===== src/rtl/ifetch_prefetch_buffer.sv =====
// Instruction-fetch prefetch buffer: streams sequential words from a one-outstanding memory
// into a small {pc, instr} FIFO for decode; a redirect flushes the FIFO and refetches.
module ifetch_prefetch_buffer #(
    parameter int unsigned       ADDR_W   = 32,
    parameter int unsigned       DEPTH    = 4,
    parameter logic [ADDR_W-1:0] RESET_PC = '0
) (
    input  logic                   clk,
    input  logic                   rst,
    input  logic                   redirect,
    input  logic [ADDR_W-1:0]      redirect_pc,
    output logic                   mem_req,
    output logic [ADDR_W-1:0]      mem_addr,
    input  logic                   mem_rvalid,
    input  logic [31:0]            mem_rdata,
    output logic                   instr_valid,
    input  logic                   instr_ready,
    output logic [31:0]            instr,
    output logic [ADDR_W-1:0]      instr_pc,
    output logic [$clog2(DEPTH):0] count
);

    localparam int unsigned PTR_W = $clog2(DEPTH);
    localparam int unsigned CNT_W = PTR_W + 1;
    localparam logic [CNT_W-1:0] FULL_CNT = CNT_W'(DEPTH);

    typedef enum logic [1:0] {
        IDLE    = 2'd0,
        WAIT    = 2'd1,
        DISCARD = 2'd2
    } fetchState_e;

    fetchState_e       state;
    fetchState_e       nextState;

    logic [ADDR_W-1:0] fetchPc;
    logic [ADDR_W-1:0] redirectPc;
    logic [ADDR_W-1:0] addrNext;
    logic              addrLoad;

    logic [PTR_W-1:0]  wrPtr;
    logic [PTR_W-1:0]  rdPtr;
    logic [31:0]       instrMem [DEPTH];
    logic [ADDR_W-1:0] pcMem    [DEPTH];

    logic              popEn;
    logic              pushEn;
    logic [CNT_W-1:0]  cntAfterPop;
    logic [CNT_W-1:0]  nextCnt;
    logic              hasRoom;

    // Targets are word aligned; the low two bits are simply masked off.
    assign redirectPc  = redirect_pc & ~ADDR_W'(3);

    assign instr_valid = (count != '0);
    assign popEn       = instr_valid & instr_ready & ~redirect;
    assign pushEn      = (state == WAIT) & mem_rvalid & ~redirect;
    assign cntAfterPop = count - CNT_W'(popEn);
    assign nextCnt     = cntAfterPop + CNT_W'(pushEn);
    assign hasRoom     = (cntAfterPop < FULL_CNT);

    always_ff @(posedge clk or negedge rst) begin
        if (!rst) begin
            state <= IDLE;
        end else begin
            state <= nextState;
        end
    end

    always_comb begin
        nextState = state;
        unique case (state)
            IDLE: begin
                if (!redirect && hasRoom) begin
                    nextState = WAIT;
                end
            end
            WAIT: begin
                if (redirect) begin
                    nextState = mem_rvalid ? IDLE : DISCARD;
                end else if (mem_rvalid) begin
                    nextState = (nextCnt < FULL_CNT) ? WAIT : IDLE;
                end
            end
            DISCARD: begin
                if (mem_rvalid) begin
                    nextState = IDLE;
                end
            end
            default: nextState = IDLE;
        endcase
    end

    // A new address is loaded only when a request starts: from IDLE, or back-to-back after a push.
    always_comb begin
        mem_req  = (state != IDLE);
        addrLoad = 1'b0;
        addrNext = fetchPc;
        if (nextState == WAIT) begin
            if (state == IDLE) begin
                addrLoad = 1'b1;
                addrNext = fetchPc;
            end else if (pushEn) begin
                addrLoad = 1'b1;
                addrNext = fetchPc + ADDR_W'(4);
            end
        end
    end

    always_ff @(posedge clk or negedge rst) begin
        if (!rst) begin
            fetchPc  <= RESET_PC;
            mem_addr <= RESET_PC;
        end else begin
            if (redirect) begin
                fetchPc <= redirectPc;
            end else if (pushEn) begin
                fetchPc <= fetchPc + ADDR_W'(4);
            end
            if (addrLoad) begin
                mem_addr <= addrNext;
            end
        end
    end

    always_ff @(posedge clk or negedge rst) begin
        if (!rst) begin
            count <= '0;
            wrPtr <= '0;
            rdPtr <= '0;
        end else if (redirect) begin
            count <= '0;
            wrPtr <= '0;
            rdPtr <= '0;
        end else begin
            count <= nextCnt;
            if (pushEn) begin
                wrPtr <= wrPtr + PTR_W'(1);
            end
            if (popEn) begin
                rdPtr <= rdPtr + PTR_W'(1);
            end
        end
    end

    // Entry storage carries no reset; only count decides what is visible.
    always_ff @(posedge clk) begin
        if (pushEn) begin
            instrMem[wrPtr] <= mem_rdata;
            pcMem[wrPtr]    <= fetchPc;
        end
    end

    assign instr    = instr_valid ? instrMem[rdPtr] : '0;
    assign instr_pc = instr_valid ? pcMem[rdPtr]    : '0;

endmodule


===== config.mk =====
export PLATFORM = sky130hd
export DESIGN_NAME = ifetch_prefetch_buffer
export DESIGN_NICKNAME = d
export VERILOG_FILES = /design/src/rtl/ifetch_prefetch_buffer.sv
export SDC_FILE = /design/constraint.sdc
export NUM_CORES = 1
export LEC_CHECK = 0
export ABC_AREA = 1
export BUFFER_PORTS_ARGS = -buffer_cell sky130_fd_sc_hd__buf_2
export CORE_MARGIN = 10
export CORE_UTILIZATION = 25
export DETAILED_ROUTE_END_ITERATION = 7
export PLACE_DENSITY = 0.53
export SYNTH_ARGS = -nofsm -noshare
export SYNTH_HDL_FRONTEND = slang
export SYNTH_SLANG_ARGS = --single-unit

===== constraint.sdc =====
create_clock -name clk -period 4.4 [get_ports clk]
set_input_delay 0.66 -clock clk [delete_from_list [all_inputs] [get_ports clk]]
set_output_delay 0.66 -clock clk [all_outputs]
set_load 0.05 [all_outputs]

==> impl_metrics.tcl, run 1 <==
set metrics [dict create \
    setup_tns_ps 0 \
    num_antenna_cells 0 \
    cts_tree "built" \
    postCtsSetupBuffers 0 \
    setup.worst_path.start_class "flop" \
    placed_cells 2169 \
    place_congestion 0.833 \
    r2r_setup_slack_ps 1120 \
    async_reset_ff_share_pct 21.8 \
    fmax_mhz 294 \
    dp_slack_ps 1160 \
    required_ps 3740 \
    final_nets 1592 \
    synth_area_leader_cell "edfxtp_1" \
    grt_overflow 0 \
    timing.hold.ws_ps 319 \
    core-area_mm2 0.0540 \
    initial_utilization_pct 25.4 \
    slew_viol_final 0 \
    drtPass1Iterations 5 \
    cap_violations 0 \
    yosysMostFrequentCell "nor2_1" \
    ys_seq_elements 317 \
    num_io_pins 170 \
    dp_hpwl_um 25500 \
    setup_viol 0 \
    synth.avg_cell_area_um2 10.1 \
    synth_top_area_share_pct 54.3 \
    fp.dieArea_mm2 0.0646 \
    row_count 85 \
    ys_seq_area_share_pct 66.9 \
    die_w_um 254 \
    netlist_instances 1355 \
    synthMuxAreaShare_pct 0 \
    cts_sinks 317 \
    portBuffers 163 \
    drtIter0Drc 644 \
    cts_made_buffers 38 \
    layout-drive-gt1-share_pct 17.6 \
    clk_pin_slew_ps 60 \
    via_per_inst 4.49 \
    min_path_cells 3 \
    layout_min_cycle_time_ps 3400 \
    grt_pass1_wl_um 61200 \
    synthFlopType "edfxtp_1" \
    antenna_found_initial 1 \
    syn_area_mm2 0.0137 \
    swShare_pct 37.9 \
    wl_per_cell_um 18.1 \
    die_height_um 254 \
    seq_area_mm2 0.00918 \
    ys_top_cells_by_area "edfxtp_1 (54%), dfrtp_1 (13%), nor2_1 (9.1%)" \
    synth.distinct_cells 32 \
    synth-warning-count 0 \
    power.switching_mw 3.64 \
    grt_max_degree 99 \
    final_min_period_over_clock_period_pct 77.3 \
    intPower_mw 5.96 \
    htree_levels 2 \
    grt_pass1_vias 10100 \
    multi_input_area_mm2 0.00402 \
    crit_fanout 98 \
    combPwrFrac_pct 28.8 \
    worstMarginPinSlew_ps 1030 \
    synth-simple-area-share_pct 19.0 \
    status "finished clean" \
    vias 10100 \
    final_cells 2239 \
    routed_wirelength_um 40500 \
    synth_compound_area_share_pct 8.51 \
    leakage_nw 6.60 \
    layout-area-overhead-vs-synth_pct 21.1 \
    cts_max_path_buffers 3 \
    critPathCaptureType "primary output" \
    finalWorstSetupSlack_ps 1000 \
    r2r_cells 16 \
    p_seq_share_pct 38.2 \
    drc_errors 0 \
    rsz0062_at_grt "no" \
    worstSetupPathType "flop to primary output" \
    hold_path_class "input port to flop" \
    synthTopCellsByCount "nor2_1 (334), edfxtp_1 (248), nand2_1 (232)" \
    grt.total_usage_pct 12.4 \
    finClkSkew_ps 19.8 \
    synthAdderAreaFrac_pct 0.821 \
    ant_nets 0 \
    hold_viol_final 0 \
    synth_edf_count 248 \
    fillers 5616 \
    p_per_area_mw_per_mm2 578 \
    ir_worst_vdd_mv 0.365 \
    clock_power_share_pct 33.0 \
    synthXorXnorAreaFrac_pct 0.575 \
    insertion_delay_ps 550 \
    cts_root_buf "clkbuf_16" \
    arrival_ps 2740 \
    relSlewSlack_pct 31.0 \
    synth_top_family_by_area "simple AND/OR/NAND/NOR gates" \
]
[worst max-delay path: stages (launching register included)]
cell	delay (ps)
dfrtp_4	490
clkinv_2	310
buf_12	390
o21ai_0	170
a21oi_1	430
buf_2	360
[what timing repair did]
item / in CTS / in global routing
resized for setup: 0 / 0
hold endpoints to repair: 11 / 0
endpoints found under the setup margin: 0 / 0
hold buffers: 1 / 0
[cell usage in the layout (no fill, tap or decap), types with 5 or more instances in the layout]
master     synthesis  final
nor2_1           334    330
edfxtp_1         248    248
nand2_1          232    232
buf_2              9    163
o21ai_0          142    142
dfrtp_1           69     67
inv_1             66     66
a21oi_1           66     66
nand3_1           47     47
clkbuf_16          0     39
buf_4              4     20
a31oi_1           10     10
o21ai_1           10     10
nand4_1           10     10
ha_1               9      9
xor2_1             8      8
clkinv_2           0      8
inv_2              8      7
nor2_4             2      6
clkinv_1           0      6
clkbuf_1          42      6
nor2_2             5      5
nor3_1             5      5
bufinv_16          0      5
[per-layer routing]
layer  GRT usage (%)  vias up  part of all wire [%]
li1                -     4873                     -
met1            16.1     4857                    45
met2            20.1      273                    46
met3            3.30       53                   6.8
met4            3.78        0                   2.2
met5               0        -                     0
[path summary, 6_finish.rpt]
kind,startpoint,end
setup / recovery,rdPtr[0],instr_pc[12]
hold / removal,redirect_pc[9],fetchPc[9]
setup reg to reg,count[2],mem_addr[16]
hold reg to reg,mem_addr[29],mem_addr[29]
max in group asynchronous,rst,fetchPc[8]
min in group asynchronous,rst,fetchPc[27]
[flip-flops by register name, summed over array words and instances (netlist names)]
name and count:
wrPtr 2, instrMem 128, pcMem 120, fetchPc 30, count 3, mem_addr 30, rdPtr 2, state 2
[metrics by stage]
| stage | power (mW) | cell area, um2 | utilization, % |
|---|---|---|---|
| after global routing | 10.1 | 16600 | 30.7 |
| after CTS | 9.75 | 16600 | 30.7 |
| after global placement | 6.51 | 15300 | 28.4 |
| after detailed placement | 6.53 | 15300 | 28.4 |
| after floorplan | 5.65 | 13700 | - |
| final | 9.60 | 16600 | 30.7 |
[cell type report]
class	instances	area share, %
Clock buffer	45	6.01
Inverter	74	1.68
Clock inverter	24	1.54
Multi-Input combinational cell	898	24.2
Sequential cell	317	55.3
Tap cell	696	5.25
Timing Repair Buffer	185	6.00
[power groups by stage]
stage | clock (mW) | sequential, mW | combinational [mW]
floorplan | 0 | 4.16 | 1.49
global route | 3.41 | 3.69 | 3.01
CTS | 3.27 | 3.66 | 2.82
global placement | 0 | 3.72 | 2.80
finish | 3.17 | 3.66 | 2.76
detailed placement | 0 | 3.72 | 2.81
[cells by family after synthesis]
logic type,count (synthesis)
xor+xnor,9
fa+ha+maj,9
simple gates,646
other cells,1
buf+inv,143
flops,317
compound gates,230
Power figures use the tool's default switching activity.
==> run 2: changes to the inputs <==
PLACE_DENSITY = 0.54   (was 0.53)
clock period = 3.1 ns   (was 4.4 ns; I/O delays follow)
==> run 2 against run 1 <==
Compared with the run above:
- non-clock buffer count rose by 9
- count of clock-buffer cells in the layout grew 3
- sequential power grew 43%
==> impl_metrics.tcl, run 2 (synthesis results as in run 1) <==
set metrics [dict create \
    die_height_um 254 \
    initial_utilization_pct 25.4 \
    total_power_mw 13.3 \
    grt_overflow 0 \
    layout-drive-gt1-share_pct 18.2 \
    drc_errors 0 \
    cts_root_buf "clkbuf_16" \
    timing.hold.ws_ps 48.2 \
    largest_registers "instrMem x128, pcMem x120" \
    htree_levels 2 \
    finClkSkew_ps 18.0 \
    final_common_cell "nor2_1" \
    grt_max_degree 95 \
    setup.worst_path.start_class "flop" \
    drtPass1Iterations 5 \
    intPower_mw 8.22 \
    place_congestion 0.850 \
    layout_min_cycle_time_ps 2890 \
    routed_wirelength_um 39600 \
    cp_top_family "simple AND/OR/NAND/NOR gates" \
    slew_viol_final 0 \
    crit_fanout 12 \
    hold_path_class "input port to async pin" \
    clock_power_share_pct 30.8 \
    portBuffers 163 \
    critPathCaptureType "flop" \
    antenna_found_initial 0 \
    grt_pass1_wl_um 60200 \
    fmax_mhz 345 \
    worstSetupPathType "flop to flop" \
    final_cells 2244 \
    core-area_mm2 0.0540 \
    cts_sinks 317 \
    combPwrFrac_pct 29.8 \
    postCtsSetupBuffers 0 \
    vias 10000 \
    grt_pass1_vias 9798 \
    die_w_um 254 \
    setup_tns_ps 0 \
    wl_per_cell_um 17.7 \
    relSlewSlack_pct 40.9 \
    final_nets 1599 \
    insertion_delay_ps 530 \
    rsz0062_at_grt "no" \
    swShare_pct 38.2 \
    cts_tree "built" \
    setup_viol 0 \
    placed_area_mm2 0.0156 \
    crit_top_cell "ha_1" \
    required_ps 3510 \
    path_buf_inv 4 \
    p_seq_share_pct 39.4 \
    clk_pin_slew_ps 60 \
    power.switching_mw 5.09 \
    ir_worst_vdd_mv 0.753 \
    layout-area-overhead-vs-synth_pct 21.8 \
    layout_common_cells "nor2_1 (330), edfxtp_1 (248), nand2_1 (231)" \
    row_count 85 \
    p_per_area_mw_per_mm2 797 \
    num_io_pins 170 \
    ant_nets 0 \
    worstReg2RegStart "count[1]" \
    cts_max_path_buffers 3 \
    final_min_period_over_clock_period_pct 93.4 \
    drtIter0Drc 621 \
    arrival_ps 3300 \
    largest_reg_flops 128 \
    top_register "instrMem" \
    design_area_mm2 0.0167 \
    placed_cells 2179 \
    status "finished clean" \
    max_stage_delay_ps 430 \
    cts_made_buffers 36 \
    dp_hpwl_um 25000 \
    hold_viol_final 0 \
    worstMarginPinSlew_ps 887 \
    crit_start "count[1]" \
    grt.total_usage_pct 12.1 \
    via_per_inst 4.47 \
    leakage_nw 6.61 \
    slowest_stage "dfrtp_2" \
    fp.dieArea_mm2 0.0646 \
    crit_path_cell_trace "nor3_4 > clkinvlp_4 > nand2_2 > nor2_1 > ha_1 > ha_1 > inv_1 > ha_1 > nand3b_1 > nand3_1 > nand2_1 > nand2_2 > nand3_4 > clkinv_2 > nand2_1 > o21ai_0 > inv_1" \
    cap_violations 0 \
]
==> run 2: cell count changes in the layout (fill, tap and decap cells not counted), sizes merged, moves of 3 or more <==
cell and change:
clkbuf +3, clkinv -3, buf +10, bufinv -3
==> run 2: worst paths after layout <==
kind	endpoint	slack [ps]	depth (start not counted)
worst max-delay path	mem_addr[2]	210	17
worst min-delay path	mem_addr[19]	50	1
worst max register to register	mem_addr[2]	210	17
worst min register to register	mem_addr[11]	480	2
max in group asynchronous	fetchPc[22]	2140	3
min in group clk	fetchPc[5]	160	3
==> run 2: power by group through the flow <==
stage | clock network, mW | registers (mW) | logic [mW]
3_5_place_dp | 0 | 5.31 | 4.04
2_1_floorplan | 0 | 5.91 | 2.13
3_3_place_gp | 0 | 5.31 | 4.02
4_1_cts | 4.25 | 5.23 | 4.05
5_1_grt | 4.42 | 5.28 | 4.31
6_report | 4.10 | 5.24 | 3.97
==> run 2: timing repair <==
item,CTS,global route
gates resized for setup,0,2
endpoints found under the setup margin,0,5
hold buffers,0,0
==> run 2: routing by layer <==
layer | track usage [%] | vias to the layer above | part of all wire (%)
met2 | 18.7 | 288 | 44
met3 | 2.79 | 39 | 6.8
met5 | 0 | - | 0
li1 | - | 4894 | -
met4 | 2.58 | 0 | 1.4
met1 | 17.0 | 4812 | 48
==> run 2: per-stage QoR <==
stage / util (%) / setup WS [ps]
finish: 30.9 / 205
global route: 30.9 / 11.8
CTS: 30.9 / 23.0
detailed placement: 28.8 / 179
global placement: 28.8 / 264
floorplan: - / -125
==> run 2: final cells by class <==
cell class | instances | area (um2)
clock inverters | 16 | 145
flip-flops and latches | 317 | 9180
inverters | 74 | 284
well taps | 696 | 871
repair buffers | 194 | 1200
diodes | 1 | 2.50
fillers | 5582 | 37300
clock buffers | 48 | 987
multi-input cells | 898 | 4020
